File: config.mk
export PLATFORM = sky130hd
export DESIGN_NAME = mdu
export DESIGN_NICKNAME = d
export VERILOG_FILES = /design/src/rtl/mdu.sv
export SDC_FILE = /design/constraint.sdc
export NUM_CORES = 1
export LEC_CHECK = 0
export BUFFER_PORTS_ARGS = -buffer_cell sky130_fd_sc_hd__buf_4
export CAP_MARGIN = 0
export CELL_PAD_IN_SITES_DETAIL_PLACEMENT = 1
export CELL_PAD_IN_SITES_GLOBAL_PLACEMENT = 1
export CORE_AREA = 2 2 206 208
export CTS_CLUSTER_DIAMETER = 50
export CTS_CLUSTER_SIZE = 8
export DETAILED_ROUTE_END_ITERATION = 12
export DIE_AREA = 0 0 208 210
export PLACE_DENSITY_LB_ADDON = 0.1
export SLEW_MARGIN = 5
export SYNTH_ARGS = -nofsm -noshare
export SYNTH_HDL_FRONTEND = slang
export SYNTH_SLANG_ARGS = --single-unit
File: constraint.sdc
create_clock -name clk -period 6.95 [get_ports clk]
set_input_delay 1.39 -clock clk [delete_from_list [all_inputs] [get_ports clk]]
set_output_delay 1.39 -clock clk [all_outputs]
set_load 0.005 [all_outputs]
File: src/rtl/mdu.sv
// rtl/mdu.sv - iterative MIPS multiply/divide unit with HI/LO registers
//
// Runs MULT/MULTU/DIV/DIVU one step per clock under a start/busy/done
// handshake, and takes MTHI/MTLO writes while idle.
// Optional feature macro: MDU_DIV_EN (defined = DIV/DIVU implemented; undefined =
// divide ops complete in one step and leave HI/LO and div_by_zero untouched).
//
// Ports:
//   clk, reset          clock, asynchronous active-high reset
//   start_i, op_i       launch (IDLE only); 00 MULT, 01 MULTU, 10 DIV, 11 DIVU
//   a_i, b_i            multiplicand/dividend, multiplier/divisor
//   hilo_we_i, hilo_sel_i, hilo_wdata_i   MTLO (sel 0) / MTHI (sel 1) write
//   busy_o              operation in flight
//   done_o              one-cycle pulse, HI/LO hold the new result
//   hi_o, lo_o          HI/LO registers
//   div_by_zero_o       last divide had a zero divisor
module mdu #(
   parameter int DATA_W = 32
) (
   input  logic              clk,
   input  logic              reset,
   input  logic              start_i,
   input  logic [1:0]        op_i,
   input  logic [DATA_W-1:0] a_i,
   input  logic [DATA_W-1:0] b_i,
   input  logic              hilo_we_i,
   input  logic              hilo_sel_i,
   input  logic [DATA_W-1:0] hilo_wdata_i,
   output logic              busy_o,
   output logic              done_o,
   output logic [DATA_W-1:0] hi_o,
   output logic [DATA_W-1:0] lo_o,
   output logic              div_by_zero_o
);

   localparam int CNT_W = $clog2(DATA_W + 1);
   localparam logic [CNT_W-1:0] CNT_LOAD = CNT_W'(DATA_W);
   localparam logic [CNT_W-1:0] CNT_LAST = CNT_W'(1);

   typedef enum logic [1:0] {S_IDLE, S_ITER, S_FIX} state_t;

   state_t                state_q, state_d;
   logic [CNT_W-1:0]      cnt_q, cnt_d;
   logic                  div_q, div_d;     // running op is a divide
   logic                  neg_q, neg_d;     // operand signs differ (signed ops only)
   logic [DATA_W-1:0]     mcand_q, mcand_d; // |a| for multiply, |b| for divide
   logic [2*DATA_W-1:0]   acc_q, acc_d;     // product, or dividend/quotient in low half
   logic [DATA_W-1:0]     hi_q, hi_d, lo_q, lo_d;
   logic                  done_q, done_d;
   logic                  dbz_q, dbz_d;

   logic                  a_neg, b_neg;
   logic [DATA_W-1:0]     a_abs, b_abs;
   logic [DATA_W:0]       mult_sum;
   logic [2*DATA_W-1:0]   prod_fix;

   assign a_neg    = ~op_i[0] & a_i[DATA_W-1];
   assign b_neg    = ~op_i[0] & b_i[DATA_W-1];
   assign a_abs    = a_neg ? -a_i : a_i;
   assign b_abs    = b_neg ? -b_i : b_i;
   // Add the multiplicand into the upper half when the current multiplier bit is set;
   // the carry is kept so the following right shift does not lose it.
   assign mult_sum = {1'b0, acc_q[2*DATA_W-1:DATA_W]} + {1'b0, (acc_q[0] ? mcand_q : '0)};
   assign prod_fix = neg_q ? -acc_q : acc_q;

`ifdef MDU_DIV_EN
   logic                  sa_q, sa_d;       // dividend sign, gives remainder sign
   logic                  dz_q, dz_d;       // zero divisor pending for FIX
   logic [DATA_W-1:0]     rem_q, rem_d;
   logic [DATA_W:0]       rem_shift, rem_diff;
   logic [DATA_W-1:0]     quo_fix, rem_fix;

   // Restoring step on a DATA_W+1 bit partial remainder: no borrow means the trial
   // subtraction is kept and the quotient bit is 1.
   assign rem_shift = {rem_q, acc_q[DATA_W-1]};
   assign rem_diff  = rem_shift - {1'b0, mcand_q};
   assign quo_fix   = neg_q ? -acc_q[DATA_W-1:0] : acc_q[DATA_W-1:0];
   assign rem_fix   = sa_q ? -rem_q : rem_q;
`endif

   always_ff @(posedge clk or posedge reset) begin
      if (reset) begin
         state_q <= S_IDLE;
         cnt_q   <= '0;
         div_q   <= 1'b0;
         neg_q   <= 1'b0;
         mcand_q <= '0;
         acc_q   <= '0;
         hi_q    <= '0;
         lo_q    <= '0;
         done_q  <= 1'b0;
         dbz_q   <= 1'b0;
`ifdef MDU_DIV_EN
         sa_q    <= 1'b0;
         dz_q    <= 1'b0;
         rem_q   <= '0;
`endif
      end else begin
         state_q <= state_d;
         cnt_q   <= cnt_d;
         div_q   <= div_d;
         neg_q   <= neg_d;
         mcand_q <= mcand_d;
         acc_q   <= acc_d;
         hi_q    <= hi_d;
         lo_q    <= lo_d;
         done_q  <= done_d;
         dbz_q   <= dbz_d;
`ifdef MDU_DIV_EN
         sa_q    <= sa_d;
         dz_q    <= dz_d;
         rem_q   <= rem_d;
`endif
      end
   end

   always_comb begin
      state_d = state_q;
      cnt_d   = cnt_q;
      div_d   = div_q;
      neg_d   = neg_q;
      mcand_d = mcand_q;
      acc_d   = acc_q;
      hi_d    = hi_q;
      lo_d    = lo_q;
      done_d  = 1'b0;
      dbz_d   = dbz_q;
`ifdef MDU_DIV_EN
      sa_d    = sa_q;
      dz_d    = dz_q;
      rem_d   = rem_q;
`endif
      unique case (state_q)
         S_IDLE: begin
            if (start_i) begin
               div_d   = op_i[1];
               neg_d   = a_neg ^ b_neg;
               cnt_d   = CNT_LOAD;
               dbz_d   = 1'b0;
               if (!op_i[1]) begin
                  mcand_d = a_abs;
                  acc_d   = {{DATA_W{1'b0}}, b_abs};
                  state_d = S_ITER;
               end else begin
`ifdef MDU_DIV_EN
                  sa_d    = a_neg;
                  dz_d    = (b_i == '0);
                  rem_d   = '0;
                  mcand_d = b_abs;
                  if (b_i == '0) begin
                     acc_d   = {{DATA_W{1'b0}}, a_i};  // raw dividend goes to HI
                     state_d = S_FIX;
                  end else begin
                     acc_d   = {{DATA_W{1'b0}}, a_abs};
                     state_d = S_ITER;
                  end
`else
                  state_d = S_FIX;
`endif
               end
            end else if (hilo_we_i) begin
               if (hilo_sel_i) hi_d = hilo_wdata_i;
               else            lo_d = hilo_wdata_i;
            end
         end
         S_ITER: begin
            cnt_d = cnt_q - CNT_LAST;
            if (cnt_q == CNT_LAST) state_d = S_FIX;
`ifdef MDU_DIV_EN
            if (div_q) begin
               rem_d = rem_diff[DATA_W] ? rem_shift[DATA_W-1:0] : rem_diff[DATA_W-1:0];
               acc_d = {acc_q[2*DATA_W-1:DATA_W], acc_q[DATA_W-2:0], ~rem_diff[DATA_W]};
            end else begin
               acc_d = {mult_sum, acc_q[DATA_W-1:1]};
            end
`else
            acc_d = {mult_sum, acc_q[DATA_W-1:1]};
`endif
         end
         S_FIX: begin
            state_d = S_IDLE;
            done_d  = 1'b1;
            if (!div_q) begin
               hi_d = prod_fix[2*DATA_W-1:DATA_W];
               lo_d = prod_fix[DATA_W-1:0];
            end
`ifdef MDU_DIV_EN
            else if (dz_q) begin
               hi_d  = acc_q[DATA_W-1:0];
               lo_d  = '1;
               dbz_d = 1'b1;
            end else begin
               hi_d = rem_fix;
               lo_d = quo_fix;
            end
`endif
         end
         default: state_d = S_IDLE;
      endcase
   end

   assign busy_o        = (state_q != S_IDLE);
   assign done_o        = done_q;
   assign hi_o          = hi_q;
   assign lo_o          = lo_q;
   assign div_by_zero_o = dbz_q;

endmodule

# Word-level counts from Yosys, hierarchy flattened
# Index checks and enable logic that the tools add are counted.
[classes]
muxes = 24
reduce_logical = 11
bitwise_logic = 5
add_sub_neg = 5
n_eq_ne = 11
[op_table]
columns = ["operator", "n"]
rows = [
  ["32-bit 2-to-1 mux", 11],
  ["64-bit 2-to-1 mux", 3],
  ["32-bit one-hot mux with 2 select lines", 2],
  ["64-bit one-hot mux with 2 select lines", 1],
  ["32-bit negator", 2],
  ["64-bit negator", 1],
  ["32-bit by 32-bit adder with 33-bit output", 1],
  ["2-bit inequality test (second input constant)", 8],
  ["6-bit one-hot mux with 2 select lines", 1],
  ["5-bit AND reduction", 2],
  ["6-bit by 1-bit equality test with 1-bit output (second input constant)", 1],
  ["2-bit 2-to-1 mux", 3],
  ["6-bit 2-to-1 mux", 1],
  ["2-bit AND reduction", 3],
  ["3-bit AND reduction", 2],
  ["2-bit nonzero test", 3],
  ["6-bit by 1-bit subtractor with 6-bit output (second input constant)", 1],
  ["2-bit one-hot mux with 2 select lines", 1],
  ["1-bit AND", 2],
  ["2-bit by 1-bit equality test with 1-bit output (second input constant)", 1],
  ["2-bit equality test (second input constant)", 1],
  ["2-bit zero test", 1],
  ["1-bit inverter", 2],
  ["1-bit 2-to-1 mux", 1],
  ["1-bit bitwise XOR", 1],
]
[word_totals]
out_inout_bits = 67
reg_bits = 171
elab_cells = 65
inputBits = 103

# Depth between registers and ports, before layout
# Gate-level depths: netlist of run 1.
[depth]
ltp_word = 6
mapped_depth = 14
ltp_nobuf = 12

# Worst setup path before layout of run 1
# Ideal clock, no wire load.
[synth_timing]
path_kind = "input-to-reg"
start = "input port b_i[11]"
end = "register acc_q[27]"
setup_ns = 0.126
cell_stages = 8
n_path_buf = 0
slack_ns = 3.326
arrival_ns = 3.498
path_cell_list = "or4_1 > or3_1 > nor4_1 > nand4_1 > nand2_1 > xnor2_1 > a21oi_1 > a221o_1"
[synth_via]
elab_chain_len = 5
[synth_rtl]
columns = ["element", "line_no", "text"]
rows = [
  ["from (decl)", "25", "input logic [DATA_W-1:0] b_i,"],
  ["32-bit negator", "60", "assign b_abs = b_neg ? -b_i : b_i;"],
  ["32-bit 2-to-1 mux", "60", ""],
  ["64-bit 2-to-1 mux", "140", "if (!op_i[1]) begin"],
  ["64-bit 2-to-1 mux", "135", "if (start_i) begin"],
  ["64-bit one-hot mux with 2 select lines", "133", "unique case (state_q)"],
  ["to (signal assigned)", "88", "acc_q <= '0;"],
  ["to (signal assigned)", "104", "acc_q <= acc_d;"],
  ["to (decl)", "47", "logic [2*DATA_W-1:0] acc_q, acc_d;"],
]
# Every way passes these cells. The select of a mux whose other input is x is not followed.
# A chain may end at the register's enable or synchronous reset.

# Worst setup path in the final report of run 1
[layout_timing]
start = "register acc_q[27]"
end = "register hi_q[24] (netlist: hi_o[24])"
[layout_via]
elab_chain_len = 4
[layout_rtl]
columns = ["element", "line_no", "text"]
rows = [
  ["64-bit negator", "64", "assign prod_fix = neg_q ? -acc_q : acc_q;"],
  ["64-bit 2-to-1 mux", "64", ""],
  ["32-bit 2-to-1 mux", "183", "if (!div_q) begin"],
  ["32-bit one-hot mux with 2 select lines", "133", ""],
  ["to (signal assigned)", "105", "hi_q <= hi_d;"],
  ["to (decl)", "48", "logic [DATA_W-1:0] hi_q, hi_d, lo_q, lo_d;"],
]
# Every way passes these cells. The select of a mux whose other input is x is not followed.

==> flow_summary.yaml, run 1 <==
clock_tree:
  root_buffer: "clkbuf_16"
  cts_resized: 0
  htree_levels: 4
  cts_buffers: 17
  cts_tree: "built"
  clockBufferDepth: 2
  clk_transition_reported_paths_ps: 80
  clkLatencyLatePin_ps: 450
  postCtsHoldBufs: 0
  cts.sinks: 171
  post-cts-setup-buffers: 0
setup_path:
  start_kind: "flip-flop"
  worstPathMaxFanout: 5
  crit_chain: "or4_4 -> or3_1 -> or4_4 -> or2_2 -> or4b_1 -> o21ai_1 -> xor2_1 -> a21oi_1"
  critical_path_class: "reg -> reg"
  required_ps: 7250
  cp_data_arrival_time_ps: 3910
  slowest_stage: "or4_4"
  cp_common_cell: "or4_4"
  cpPeakStageDelay_ps: 590
  end_kind: "flip-flop"
grt:
  grt-ovfl-total: 0
  grt_pass1_wl_um: 67570
  grt_max_degree: 73
  track_usage: 0.2007
  antenna_found_initial: 1
  grt_pass1_vias: 10930
final_layout:
  drive_gt1_frac: 0.1554
  n_antenna_cell: 0
  nNetsFinal: 1673
  syn_to_final_growth_pct: 20.17
  final_util: 0.3341
run_status:
  status: "finished, final reports clean"
floorplanning:
  rows: 75
  die_area_um2: 43680
  dieHeight_um: 210
  io_pins: 170
  core_area_um2: 41480
  start_util: 0.2780
  die_width_um: 208
place:
  numPortBuffers: 168
  gp_congestion: 0.8516
  hpwl_um: 34220
  dpl_worst_slack_ps: 2983
sta:
  finalHoldViolations: 0
  setup_violations: 0
  clock_skew_ps: 15.35
  grt_setup_unrepaired: "no"
  clock.fmax_mhz: 277.1
  final.period_utilization: 0.5193
  finalCriticalPeriod_ps: 3609
  maxSlewViolCount: 0
  worst_pin_slew_ps: 1097
  holdWs_ps: 472.9
  tns_ps: 0
  maxSlewHeadroom: 0.2684
  worst_slack_ps: 3341
logic_synthesis:
  async_reset_ff_frac: 1.000
  yosys_register_bits: 171
  synth_compound_area_frac: 0.2284
  seq_area_frac_synth: 0.3711
  synth.top_cell.area_share: 0.3711
  synthCells: 1413
  syn_area_um2: 11530
  synth_fa_ha_area_frac: 0.04188
  synth_edf_count: 0
  synth_top_area_cell: "dfrtp_1"
  syn_nets: 1554
  yosysMostFrequentCell: "nand2_1"
  synthTopCellsByArea: "dfrtp_1 (37%), o21ai_0 (7.3%), nand2_1 (6.6%), xor2_1 (5.8%), xnor2_1 (4.9%)"
  synthXorXnorAreaFrac: 0.1078
  synth_area_per_cell_um2: 8.162
  synthMuxAreaShare: 0.005316
  synthTopCellsByCount: "nand2_1 (202), dfrtp_1 (171), o21ai_0 (169)"
  yosys.area_share.simple: 0.2094
  synth_warnings: 0
  synth_top_family_by_area: "compound AO/OA/AOI/OAI gates"
  ys_types: 59
  synth_ff_type: "dfrtp_1"
detailed_routing:
  dr.pass1.iters: 5
  ant_nets: 0
  drt-wirelength-per-cell_um: 21.04
  drc: 0
  vias: 10700
  drt-vias-per-instance: 5.135
  first_iter_violations: 570
  wl_um: 43830
power:
  total_power_mw: 6.075
  ir_worst_vdd_mv: 0.1746
  powerDensity_nw_per_um2: 438.4
  seqPwrFrac: 0.332
  swShare: 0.4687
  power_frac_clock: 0.159
  p_int_mw: 3.228
  combinationalPowerShare: 0.510
  p_switching_mw: 2.848
  p_leak_nw: 5.928
min_path:
  hold_class: "reg -> reg"
flow_run:
  maxCapViolCount: 0
[worst max-delay path, delay by kind of cell, from the launching register on]
| kind | cells | cell delay, ps |
|---|---|---|
| xor gates and xnor gates | 1 | 280 |
| DFF | 1 | 480 |
| and+or+nand+nor | 5 | 2440 |
| AOI/OAI and AO/OA | 2 | 270 |
[through the flow]
stage | cell area, um2 | std cells
after detailed placement | 13290 | 2052
after CTS | 13860 | 2083
after global placement | 13290 | 2052
after global routing | 13860 | 2083
after floorplan | 11530 | 1413
final | 13860 | 2083
[cell type report]
type,count,area (um2)
clock buffers,19,452.9
clock inverters,12,112.6
fillers,4949,27620
inverters,26,102.6
multi-input cells,1133,6862
flip-flops and latches,171,4280
well taps,539,674.4
repair buffers,183,1374
[logic make-up after synthesis]
family          after synthesis
other cells                   1
fa+ha+maj                    38
simple gates                509
flops                       171
compound gates              437
buf+inv                     109
xor+xnor                    142
mux                           6
[placed cells by master (no fill, tap or decap), types with 11 or more instances in the layout]
cell type and instances:
a211oi_1 12, a21o_1 17, a21oi_1 108, a22oi_1 11, and2_1 35, buf_4 183
clkbuf_16 17, dfrtp_1 170, ha_1 37, inv_1 25, nand2_1 202, nand3_1 21
nand4_1 14, nor2_1 109, nor3_1 21, nor4_1 14, o21ai_0 169, o221ai_1 11
o22ai_1 12, o31ai_1 29, or3_1 27, or4_1 14, xnor2_1 65, xor2_1 77
[power groups by stage]
stage                     clock network, mW  registers (mW)  logic, mW
after global placement                    0            2.02       3.08
after global routing                   1.03            2.09       3.48
after floorplan                           0            1.76       2.08
final                                 0.965            2.01       3.10
after CTS                             0.990            2.02       3.13
after detailed placement                  0            2.04       3.12
[worst paths after layout]
kind	start	to	slack [ps]	cells past startpoint
hold / removal	mcand_q[26]$_DFFE_PP0P_	mcand_q[26]$_DFFE_PP0P_	470	2
setup reg to reg	acc_q[27]$_DFFE_PP0P_	hi_o[24]$_DFFE_PP0P_	3340	8
min in group asynchronous	reset	cnt_q[0]$_DFFE_PP0P_	980	2
max in group asynchronous	reset	lo_o[6]$_DFFE_PP0P_	4680	3
setup / recovery	acc_q[27]$_DFFE_PP0P_	hi_o[24]$_DFFE_PP0P_	3340	8
hold reg to reg	mcand_q[26]$_DFFE_PP0P_	mcand_q[26]$_DFFE_PP0P_	470	2
[sequential cells by signal, indices dropped and copies added, names as in the netlist]
register  cells
div_q         1
mcand_q      32
neg_q         1
hi_o         32
lo_o         32
cnt_q         6
acc_q        64
state_q       2
done_o        1
[routing by layer]
layer	share of wire	vias to the layer above	global-route usage
li1	-	5261	-
met2	0.42	236	0.2937
met4	0.016	0	0.05258
met3	0.039	29	0.03054
met1	0.52	5171	0.3053
met5	0	-	0
Note: power is estimated with default switching activity, not from simulation.
==> run 2: changes to the inputs <==
==> constraint.sdc (replaced) <==
create_clock -name clk -period 3 [get_ports clk]
set_input_delay 0.6 -clock clk [delete_from_list [all_inputs] [get_ports clk]]
set_output_delay 0.6 -clock clk [all_outputs]
set_load 0.005 [all_outputs]
==> run 2 against run 1 <==
  * Critical path type unchanged
  * Register-to-register slack got worse by 3400 ps
  * Flip-flop and latch count unchanged
  * Sequential power increased by 110%
  * Combinational power grew to 3.0 times the previous value
  * Clock-buffer cell count up 2
  * The flow now finishes with violations (setup timing)
  * Critical endpoint unchanged
==> flow_summary.yaml, run 2 (synthesis results as in run 1) <==
grt:
  grt_max_degree: 98
  grt_pass1_vias: 11730
  grt_pass1_wl_um: 71060
  antenna_found_initial: 0
  track_usage: 0.2110
  grt-ovfl-total: 0
setup_path:
  end_kind: "flip-flop"
  slowest_stage: "or4_4"
  required_ps: 3300
  cpPeakStageDelay_ps: 540
  crit_chain: "or4_4 -> or3_4 -> or4_4 -> or2_4 -> or4b_4 -> o21ai_2 -> xor2_1 -> a21oi_1"
  cp_common_cell: "or4_4"
  worstPathMaxFanout: 3
  start_kind: "flip-flop"
  critical_path_class: "reg -> reg"
  cp_data_arrival_time_ps: 3370
sta:
  worst_slack_ps: -70.80
  worst_pin_slew_ps: 899.0
  finalCriticalPeriod_ps: 3071
  holdWs_ps: 76.79
  setup_violations: 2
  clock.fmax_mhz: 325.6
  maxSlewViolCount: 0
  finalHoldViolations: 0
  clock_skew_ps: 10.67
  final.period_utilization: 1.024
  grt_setup_unrepaired: "yes"
  maxSlewHeadroom: 0.4007
detailed_routing:
  drc: 0
  drt-vias-per-instance: 5.070
  first_iter_violations: 596
  ant_nets: 0
  wl_um: 46370
  met2_length_um: 19910
  top_layer: "met4"
  dr.pass1.iters: 4
  route.met3.wl_um: 1543
  drt-wirelength-per-cell_um: 20.77
  met1_length_um: 23830
  vias: 11320
floorplanning:
  io_pins: 170
  dieHeight_um: 210
  core_area_um2: 41480
  start_util: 0.2780
  die_width_um: 208
  die_area_um2: 43680
  rows: 75
place:
  dpl_worst_slack_ps: -118.0
  gp_congestion: 0.8774
  numPortBuffers: 168
  hpwl_um: 37380
power:
  p_leak_nw: 6.752
  ir_worst_vdd_mv: 0.3882
  powerDensity_nw_per_um2: 1025
clock_tree:
  clockBufferDepth: 2
  cts.sinks: 171
  postCtsHoldBufs: 0
  clkLatencyLatePin_ps: 450
  cts_buffers: 17
  cts_tree: "built"
  htree_levels: 4
  clk_transition_reported_paths_ps: 60
  root_buffer: "clkbuf_16"
final_layout:
  largest_reg_flops: 64
  top_register: "acc_q"
  n_antenna_cell: 0
  layout_commonest_cell: "buf_4"
  syn_to_final_growth_pct: 33.59
  drive_gt1_frac: 0.2593
  most-common-layout-cells: "buf_4 (327), nand2_1 (200), dfrtp_1 (169), o21ai_0 (162), nor2_1 (105)"
  nNetsFinal: 1825
flow_run:
  maxCapViolCount: 0
run_status:
  violations: "setup timing"
  status: "finished with violations"
min_path:
  hold_class: "in -> async"
==> run 2: metal layers <==
metal  up-vias  GRT usage
met4         0    0.07214
met2       217     0.3157
met1      5491     0.3101
met3        45    0.02995
li1       5564          -
met5         -          0
==> run 2: final timing paths <==
kind | from | to | slack (ps) | depth (start not counted)
worst min register to register | mcand_q[25]$_DFFE_PP0P_ | mcand_q[25]$_DFFE_PP0P_ | 470 | 2
worst min-delay path | reset | cnt_q[2]$_DFFE_PP0P_ | 80 | 2
max in group asynchronous | reset | mcand_q[5]$_DFFE_PP0P_ | 2110 | 3
worst max-delay path | acc_q[26]$_DFFE_PP0P_ | hi_o[24]$_DFFE_PP0P_ | -70 | 8
min in group clk | op_i[0] | neg_q$_DFFE_PP0P_ | 390 | 2
worst max register to register | acc_q[26]$_DFFE_PP0P_ | hi_o[24]$_DFFE_PP0P_ | -70 | 8
==> run 2: repair_timing <==
item,in CTS,in global routing
resized for setup,7,60
buffers inserted,2,5
endpoints found under the setup margin,15,31
gates cloned,0,1
pin swaps,8,20
==> run 2: cell type report <==
class / count / area, um2
Tap cell: 539 / 674.4
Inverter: 26 / 101.3
Multi-Input combinational cell: 1133 / 7182
Clock buffer: 21 / 460.4
Timing Repair Buffer: 335 / 2611
Fill cell: 4953 / 26070
Clock inverter: 7 / 95.09
Sequential cell: 171 / 4282
==> run 2: critical path, delay by kind of cell, from the launching register on <==
family | cells | cell delay [ps]
compound gates | 2 | 210
flops | 1 | 380
xor+xnor | 1 | 170
simple gates | 5 | 2150
==> run 2: per-stage QoR <==
| stage | TNS, ps | area, um2 | power (mW) | cells | utilization |
|---|---|---|---|---|---|
| 2_1_floorplan | -28.91 | 11550 | 8.916 | 1413 | - |
| 3_3_place_gp | -150.0 | 14470 | 13.03 | 2197 | 0.3488 |
| 3_5_place_dp | -612.8 | 14470 | 13.23 | 2197 | 0.3488 |
| 4_1_cts | -248.2 | 15080 | 15.52 | 2227 | 0.3635 |
| 5_1_grt | -841.4 | 15410 | 17.06 | 2232 | 0.3714 |
| 6_report | -134.0 | 15410 | 15.79 | 2232 | 0.3714 |
==> run 2: report_power, final <==
group          internal (mW)  total, mW  leakage (nW)  switching [mW]
Combinational           4.10       9.28          4.35            5.18
Sequential              3.36       4.32          2.13           0.966
Clock                   1.25       2.19         0.271           0.940
Total                   8.70       15.8          6.75            7.09
